### config.mk
export PLATFORM = sky130hd
export DESIGN_NAME = serial_addsub_unit
export DESIGN_NICKNAME = d
export VERILOG_FILES = /design/src/rtl/serial_addsub_unit.sv
export SDC_FILE = /design/constraint.sdc
export NUM_CORES = 1
export LEC_CHECK = 0
export ABC_AREA = 1
export CAP_MARGIN = 20
export CELL_PAD_IN_SITES_DETAIL_PLACEMENT = 0
export CELL_PAD_IN_SITES_GLOBAL_PLACEMENT = 1
export CORE_MARGIN = 3
export CORE_UTILIZATION = 35
export CTS_BUF_LIST = sky130_fd_sc_hd__clkbuf_4 sky130_fd_sc_hd__clkbuf_8 sky130_fd_sc_hd__clkbuf_16
export DETAILED_ROUTE_END_ITERATION = 8
export PLACE_DENSITY_LB_ADDON = 0.15
export SYNTH_ARGS = -nofsm -noshare
export SYNTH_HDL_FRONTEND = slang
export SYNTH_SLANG_ARGS = --single-unit
### constraint.sdc
create_clock -name clk -period 1.55 [get_ports clk]
set_input_delay 0.155 -clock clk [delete_from_list [all_inputs] [get_ports clk]]
set_output_delay 0.155 -clock clk [all_outputs]
set_load 0.005 [all_outputs]
### src/rtl/serial_addsub_unit.sv
// Digit-serial adder/subtractor: DIGIT bits of two WIDTH-bit operands per clock, LSB digit first.
// Optional signed-overflow output is enabled by defining SERIAL_OVF_EN.
module serial_addsub_unit #(
  parameter int WIDTH = 8,
  parameter int DIGIT = 1
) (
  input  logic             clk,
  input  logic             rst,
  input  logic             start,
  input  logic             sub,
  input  logic [WIDTH-1:0] a,
  input  logic [WIDTH-1:0] b,
  input  logic             cin,
  output logic             busy,
  output logic             done,
  output logic [WIDTH-1:0] sum,
  output logic             cout
`ifdef SERIAL_OVF_EN
  ,
  output logic             ovf
`endif
);

  // Handshake: start is taken only in IDLE; busy is high for the N RUN cycles, then done
  // pulses for one cycle while sum/cout (and ovf) are valid; they hold until the next start.
  localparam int N  = WIDTH / DIGIT;
  localparam int CW = (N > 1) ? $clog2(N) : 1;
  localparam logic [CW-1:0] LAST = CW'(N - 1);

  typedef enum logic [1:0] {ST_IDLE, ST_RUN, ST_DONE} state_e;

  state_e state_q, state_d;

  logic [WIDTH-1:0] a_q, a_d;
  logic [WIDTH-1:0] b_q, b_d;
  logic [WIDTH-1:0] sum_q, sum_d;
  logic [CW-1:0]    cnt_q, cnt_d;
  logic             carry_q, carry_d;
  logic             cout_q, cout_d;
  logic [DIGIT:0]   dig_sum;
  logic             last_step;
`ifdef SERIAL_OVF_EN
  logic             ovf_q, ovf_d;
  logic             msb_cin;
`endif

  always_ff @(posedge clk) begin
    if (rst) state_q <= ST_IDLE;
    else     state_q <= state_d;
  end

  always_comb begin
    state_d = state_q;
    case (state_q)
      ST_IDLE: if (start) state_d = ST_RUN;
      ST_RUN:  if (cnt_q == LAST) state_d = ST_DONE;
      ST_DONE: state_d = ST_IDLE;
      default: state_d = ST_IDLE;
    endcase
  end

  always_comb begin
    busy = (state_q == ST_RUN);
    done = (state_q == ST_DONE);
  end

  always_comb begin
    dig_sum   = {1'b0, a_q[DIGIT-1:0]} + {1'b0, b_q[DIGIT-1:0]} + {{DIGIT{1'b0}}, carry_q};
    last_step = (state_q == ST_RUN) && (cnt_q == LAST);
    a_d     = a_q;
    b_d     = b_q;
    sum_d   = sum_q;
    cnt_d   = cnt_q;
    carry_d = carry_q;
    cout_d  = cout_q;
`ifdef SERIAL_OVF_EN
    // The carry into the MSB is recovered from the MSB sum bit of the final digit.
    msb_cin = dig_sum[DIGIT-1] ^ a_q[DIGIT-1] ^ b_q[DIGIT-1];
    ovf_d   = ovf_q;
`endif
    if (state_q == ST_IDLE && start) begin
      a_d     = a;
      b_d     = sub ? ~b : b;
      carry_d = cin ^ sub;
      cnt_d   = '0;
    end else if (state_q == ST_RUN) begin
      a_d     = a_q >> DIGIT;
      b_d     = b_q >> DIGIT;
      sum_d   = WIDTH'({dig_sum[DIGIT-1:0], sum_q} >> DIGIT);
      carry_d = dig_sum[DIGIT];
      cnt_d   = cnt_q + CW'(1);
      if (last_step) begin
        cout_d = dig_sum[DIGIT];
`ifdef SERIAL_OVF_EN
        ovf_d  = msb_cin ^ dig_sum[DIGIT];
`endif
      end
    end
  end

  always_ff @(posedge clk) begin
    if (rst) begin
      a_q     <= '0;
      b_q     <= '0;
      sum_q   <= '0;
      cnt_q   <= '0;
      carry_q <= 1'b0;
      cout_q  <= 1'b0;
`ifdef SERIAL_OVF_EN
      ovf_q   <= 1'b0;
`endif
    end else begin
      a_q     <= a_d;
      b_q     <= b_d;
      sum_q   <= sum_d;
      cnt_q   <= cnt_d;
      carry_q <= carry_d;
      cout_q  <= cout_d;
`ifdef SERIAL_OVF_EN
      ovf_q   <= ovf_d;
`endif
    end
  end

  assign sum  = sum_q;
  assign cout = cout_q;
`ifdef SERIAL_OVF_EN
  assign ovf  = ovf_q;
`endif

endmodule

==> results.cfg, run 1 <==
[worst_setup_path]
start_kind = flip-flop
path_buf_inv = 2
r2r_setup_slack_ns = 0.36
worst_path_dominant_cell_family = buffers and inverters
rr_endpoint = b_q[7]
worst-setup-path-type = reg2out
rr_startpoint = state_q[1]
worstSetupEndpointType = output port
critPathRequiredTime_ns = 1.39
crit_arrival_ns = 1.29
slowest_stage = clkdlybuf4s50_1
reg2reg_depth = 7
max_stage_delay_ns = 0.49
crit_fanout = 4
path_cells = nand2_2, inv_2, clkdlybuf4s50_1

[routing]
drc = 0
ant_nets = 0
routed_wl_mm = 3.27
num_vias = 1415
dr.first_iter.drc_count = 58
wl_per_cell_um = 10.2
drt_pass1_iterations = 4
vias_per_cell = 4.42

[grt]
first_global_vias = 1290
grt_pass1_wl_mm = 5.85
grt_max_degree = 19
antenna_found_initial = 0
gr-total-overflow = 0
grt_usage_pct = 14.5

[power_and_ir_drop]
switchingPower_uw = 515
netSwitchingFraction_pct = 24.9
power_frac_seq_pct = 43.1
leakage_uw = 0.00105
power_frac_comb_pct = 17.1
vdd_drop_max_mv = 0.620
p_int_uw = 1550
clkPwrFrac_pct = 39.8
powerDensity_mw_per_mm2 = 1020

[logic_synthesis]
synth_mux_area_share_pct = 0
ys_ff_latch = 31
synthXorXnorAreaFrac_pct = 1.16
avgSynthCellArea_sq_um = 6.65
synth_compound_area_share_pct = 5.62
syn_area_sq_mm = 0.00152
synthCells = 228
synthAdderAreaFrac_pct = 2.97
synth_top_family_by_area = simple AND/OR/NAND/NOR gates
syn-num-nets = 252
ys_types = 22
synth_warnings = 0
seq_area_frac_synth_pct = 41.0
synth-simple-area-share_pct = 39.1

[sta]
setup_tns_ns = 0
clock_skew_ns = 0.0107
timing_hold_violations_final = 0
worst_pin_slew_ns = 0.390
fin_crit_ns = 1.45
setup_violations = 0
slew_viol_final = 0
rsz0062_at_grt = no
clock.fmax_ghz = 0.691
post-route-period-util_pct = 93.3
relSlewSlack_pct = 74.0

[worst_hold_path]
hp-class = in2reg
hold_depth = 3
worstHoldEndpoint = a_q[7]
hold_start = a[7]

[clocking]
insertion_delay_ns = 0.28
numClockSinks = 31
cts_max_path_buffers = 2
path_clk_slew_ns = 0.06
postCtsHoldBufs = 0
tritoncts = done
cts_root_buffer = clkbuf_8
htree_levels = 2
numCtsBuffers = 5

[die]
fp-row-count = 23
initial_core_util_pct = 37.1
die_x_um = 71.8
ioPinCount = 32
dieArea_sq_mm = 0.00515
die_height_um = 71.8
coreArea_sq_mm = 0.00409

[place]
numPortBuffers = 31
placedInstanceArea_sq_mm = 0.00191
place_congestion = 0.729
dp_hpwl_mm = 2.41

[cells_and_area]
layout.nets = 293
final_common_cell = nand2_1
layout_common_cells = nand2_1 (70), nor2_1 (36), dfxtp_1 (30), clkdlybuf4s50_1 (30), nand3_1 (28)
drive_above_1_share_pct = 10.4
antenna-diode-count = 0
n_fill_cell = 440
fin_area_sq_mm = 0.00204
regArea_sq_um = 622
area_growth_pct = 34.5
multi_input_area_sq_um = 739

[status]
status = complete, no violations

[job]
cap_violations = 0
-- cells in the mapped netlist --
cell type / instances / share of area (%)
a21oi_1: 5 / 1.7
buf_1: 1 / 0.25
buf_2: 1 / 0.33
buf_4: 4 / 2.0
buf_6: 1 / 0.74
clkbuf_1: 1 / 0.25
dfxtp_1: 31 / 41
fa_1: 1 / 1.3
ha_1: 2 / 1.7
inv_1: 25 / 6.2
inv_2: 2 / 0.50
nand2_1: 70 / 17
nand2_2: 2 / 0.83
nand2_4: 2 / 1.5
nand3_1: 28 / 9.2
nand4_1: 1 / 0.41
nor2_1: 36 / 8.9
nor2_2: 2 / 0.83
o21a_1: 1 / 0.50
o21ai_0: 9 / 3.0
o21bai_1: 1 / 0.50
xor2_1: 2 / 1.2
-- tightest hold or removal path, delay by kind of cell --
kind / cells / cell delay (ns)
compound gates: 1 / 0.06
simple gates: 1 / 0.07
buf+inv: 1 / 0.39
-- worst max path at each step --
| stage | start | to | slack, ns | cells past startpoint |
|---|---|---|---|---|
| 2_1_floorplan | state_q[0] | b_q[3] | 0.47 | 6 |
| 4_1_cts | state_q[0] | busy | 0.01 | 3 |
| 3_5_place_dp | start | b_q[4] | 0.10 | 8 |
| 5_1_grt | state_q[0] | busy | 0.03 | 3 |
| 3_3_place_gp | start | b_q[4] | 0.13 | 8 |
| 6_report | state_q[0] | busy | 0.10 | 3 |
-- final cells by class --
type	count	area share, %
clock buffers	6	4.05
clock inverters	2	1.72
inverters	27	4.97
multi-input cells	162	36.3
flip-flops and latches	31	30.5
well taps	50	3.07
repair buffers	42	19.4
-- power groups by stage --
stage | Clock, uW | Sequential (uW) | Combinational (uW)
floorplan | 0 | 904 | 214
global placement | 0 | 910 | 359
detailed placement | 0 | 910 | 361
CTS | 842 | 892 | 362
global route | 887 | 899 | 411
finish | 823 | 892 | 355
-- sequential cells by signal (all words and copies together) (netlist names) --
signal / flops
carry_q: 1
cnt_q: 3
a_q: 8
b_q: 8
sum: 8
cout: 1
state_q: 2
-- logic make-up after synthesis --
group	Yosys count
xor gates and xnor gates	2
AOI/OAI and AO/OA	16
buffers and inverters	35
adders and majority gates	3
DFF	31
and+or+nand+nor	141
-- what timing repair did --
| action | CTS | global route |
|---|---|---|
| setup endpoints to repair | 0 | 2 |
| gates resized for setup | 0 | 2 |
| setup buffers | 0 | 1 |
-- routing by layer --
layer / routed length, um / part of all wire, % / GRT usage (%) / vias to the layer above
met2: 1470 / 45 / 23.0 / 26
li1: - / - / - / 783
met3: 190 / 5.8 / 5.05 / 5
met1: 1560 / 48 / 18.2 / 601
met5: 0 / 0 / 0 / -
met4: 44 / 1.3 / 5.01 / 0
-- per-stage QoR --
stage	setup slack, ns	hold WS [ns]	util [%]	power [uW]	cells
final	0.103	0.446	49.9	2070	320
after global routing	0.0297	0.460	49.9	2200	320
after CTS	0.0119	0.442	49.6	2100	319
after detailed placement	0.101	0.459	46.7	1270	311
after global placement	0.131	0.456	46.7	1270	311
after floorplan	0.469	0.239	-	1120	228
Note: power is estimated with default switching activity, not from simulation.
==> run 2: changes to the inputs <==
--- a/config.mk
+++ b/config.mk
@@ -14,6 +14,8 @@
 export CTS_BUF_LIST = sky130_fd_sc_hd__clkbuf_4 sky130_fd_sc_hd__clkbuf_8 sky130_fd_sc_hd__clkbuf_16
 export DETAILED_ROUTE_END_ITERATION = 8
 export PLACE_DENSITY_LB_ADDON = 0.15
+export RECOVER_POWER = 50
+export SETUP_SLACK_MARGIN = 0.3
 export SYNTH_ARGS = -nofsm -noshare
 export SYNTH_HDL_FRONTEND = slang
 export SYNTH_SLANG_ARGS = --single-unit
==> run 2 against run 1 <==
Net effect:
- fmax is 15% higher
- sequential share of layout area fell by 0.34 points
- combinational power hardly changed
- critical endpoint unchanged
- largest power group unchanged
==> results.cfg, run 2 (synthesis results as in run 1) <==
[status]
status = complete, no violations

[die]
die_x_um = 71.8
dieArea_sq_mm = 0.00515
fp-row-count = 23
ioPinCount = 32
die_height_um = 71.8
coreArea_sq_mm = 0.00409
initial_core_util_pct = 37.1

[sta]
timing_hold_violations_final = 0
whs_ns = 0.346
setup_tns_ns = 0
setup_violations = 0
rsz0062_at_grt = no
fin_crit_ns = 1.26
post-route-period-util_pct = 81.2
slew_viol_final = 0
clock.fmax_ghz = 0.794
clock_skew_ns = 0.0113
relSlewSlack_pct = 74.2
worst_pin_slew_ns = 0.386

[clocking]
cts_root_buffer = clkbuf_8
numCtsBuffers = 5
numClockSinks = 31
htree_levels = 2
postCtsHoldBufs = 0
path_clk_slew_ns = 0.07
tritoncts = done
cts_max_path_buffers = 2
insertion_delay_ns = 0.28

[worst_setup_path]
max_stage_delay_ns = 0.31
reg2reg_depth = 7
crit_fanout = 3
worstSetupEndpointType = output port
crit_top_cell = inv_1
critPathRequiredTime_ns = 1.39
start_kind = flip-flop
worst-setup-path-type = reg2out
crit_arrival_ns = 1.10
path_cells = inv_1, nand2_1, inv_1, clkdlybuf4s15_1
slowest_stage = dfxtp_1

[cells_and_area]
layout_common_cells = nand2_1 (72), nor2_1 (36), dfxtp_1 (30)
layout.nets = 296
final_common_cell = nand2_1
drive_above_1_share_pct = 9.52
n_fill_cell = 432
fin_area_sq_mm = 0.00207
antenna-diode-count = 0
area_growth_pct = 36.6

[worst_hold_path]
hold_depth = 3
hp-class = in2reg

[routing]
dr.first_iter.drc_count = 53
num_vias = 1416
routed_wl_mm = 3.33
wl_per_cell_um = 10.3
drt_pass1_iterations = 4
drc = 0
vias_per_cell = 4.38
ant_nets = 0

[job]
cap_violations = 0

[power_and_ir_drop]
power_uw = 2070
powerDensity_mw_per_mm2 = 1000
leakage_uw = 0.00110
vdd_drop_max_mv = 0.620

[grt]
antenna_found_initial = 0
first_global_vias = 1301
gr-total-overflow = 0
grt_max_degree = 19
grt_pass1_wl_mm = 5.88
grt_usage_pct = 14.5

[place]
placedInstanceArea_sq_mm = 0.00191
place_congestion = 0.729
numPortBuffers = 31
dp_hpwl_mm = 2.41
run 2: cell types whose count changed in the layout (fill, tap and decap cells not counted), moves of 2 or more:
cell / delta
nand2_4: -2
nand2_8: +2
clkdlybuf4s50_1: -11
inv_2: -2
nand2_1: +2
inv_1: +2
nand2_2: -2
dlygate4sd2_1: +9
clkdlybuf4s15_1: +2
run 2: what timing repair did:
action | 4_1_cts | 5_1_grt
endpoints found under the setup margin | 11 | 17
resized for setup | 21 | 8
endpoints found under the hold margin | 0 | 0
buffers inserted | 2 | 2
pin swaps | 0 | 0
run 2: worst max-delay path: cells and delay by family (launching register included):
family                 cells  cell delay [ns]
and+or+nand+nor            1             0.09
buffers and inverters      3             0.42
DFF                        1             0.31
run 2: final timing paths:
| kind | end | slack (ns) | start |
|---|---|---|---|
| worst min register to register | a_q[7] | 0.46 | a_q[7] |
| worst max-delay path | busy | 0.29 | state_q[1] |
| worst min-delay path | b_q[1] | 0.35 | start |
| worst max register to register | b_q[7] | 0.36 | state_q[1] |
run 2: cell type report:
cell class | instances | area, sq um | share of cell area, %
Clock buffer | 6 | 82.6 | 3.99
Clock inverter | 2 | 35.0 | 1.69
Inverter | 27 | 101 | 4.90
Multi-Input combinational cell | 162 | 757 | 36.6
Sequential cell | 31 | 624 | 30.2
Tap cell | 50 | 62.6 | 3.02
Timing Repair Buffer | 45 | 407 | 19.6
run 2: where the power goes:
part	switching [uW]	leakage, uW	internal [uW]	total, uW
Combinational	183	0.000779	173	356
Clock	306	0.0000612	520	826
Sequential	34.2	0.000255	855	889
run 2: routing by layer:
layer / up-vias / part of all wire, % / GRT usage, % / wire length [um]
met5: - / 0 / 0 / 0
met4: 0 / 1.3 / 5.01 / 44
met3: 5 / 5.9 / 5.05 / 196
met2: 26 / 45 / 23.3 / 1500
met1: 592 / 48 / 18.2 / 1590
li1: 793 / - / - / -
run 2: per-stage QoR:
stage / utilization (%) / setup WS [ns] / cells
floorplan: - / 0.469 / 228
global placement: 46.7 / 0.131 / 311
detailed placement: 46.7 / 0.101 / 311
CTS: 49.9 / 0.334 / 321
global route: 50.6 / 0.192 / 323
finish: 50.6 / 0.291 / 323
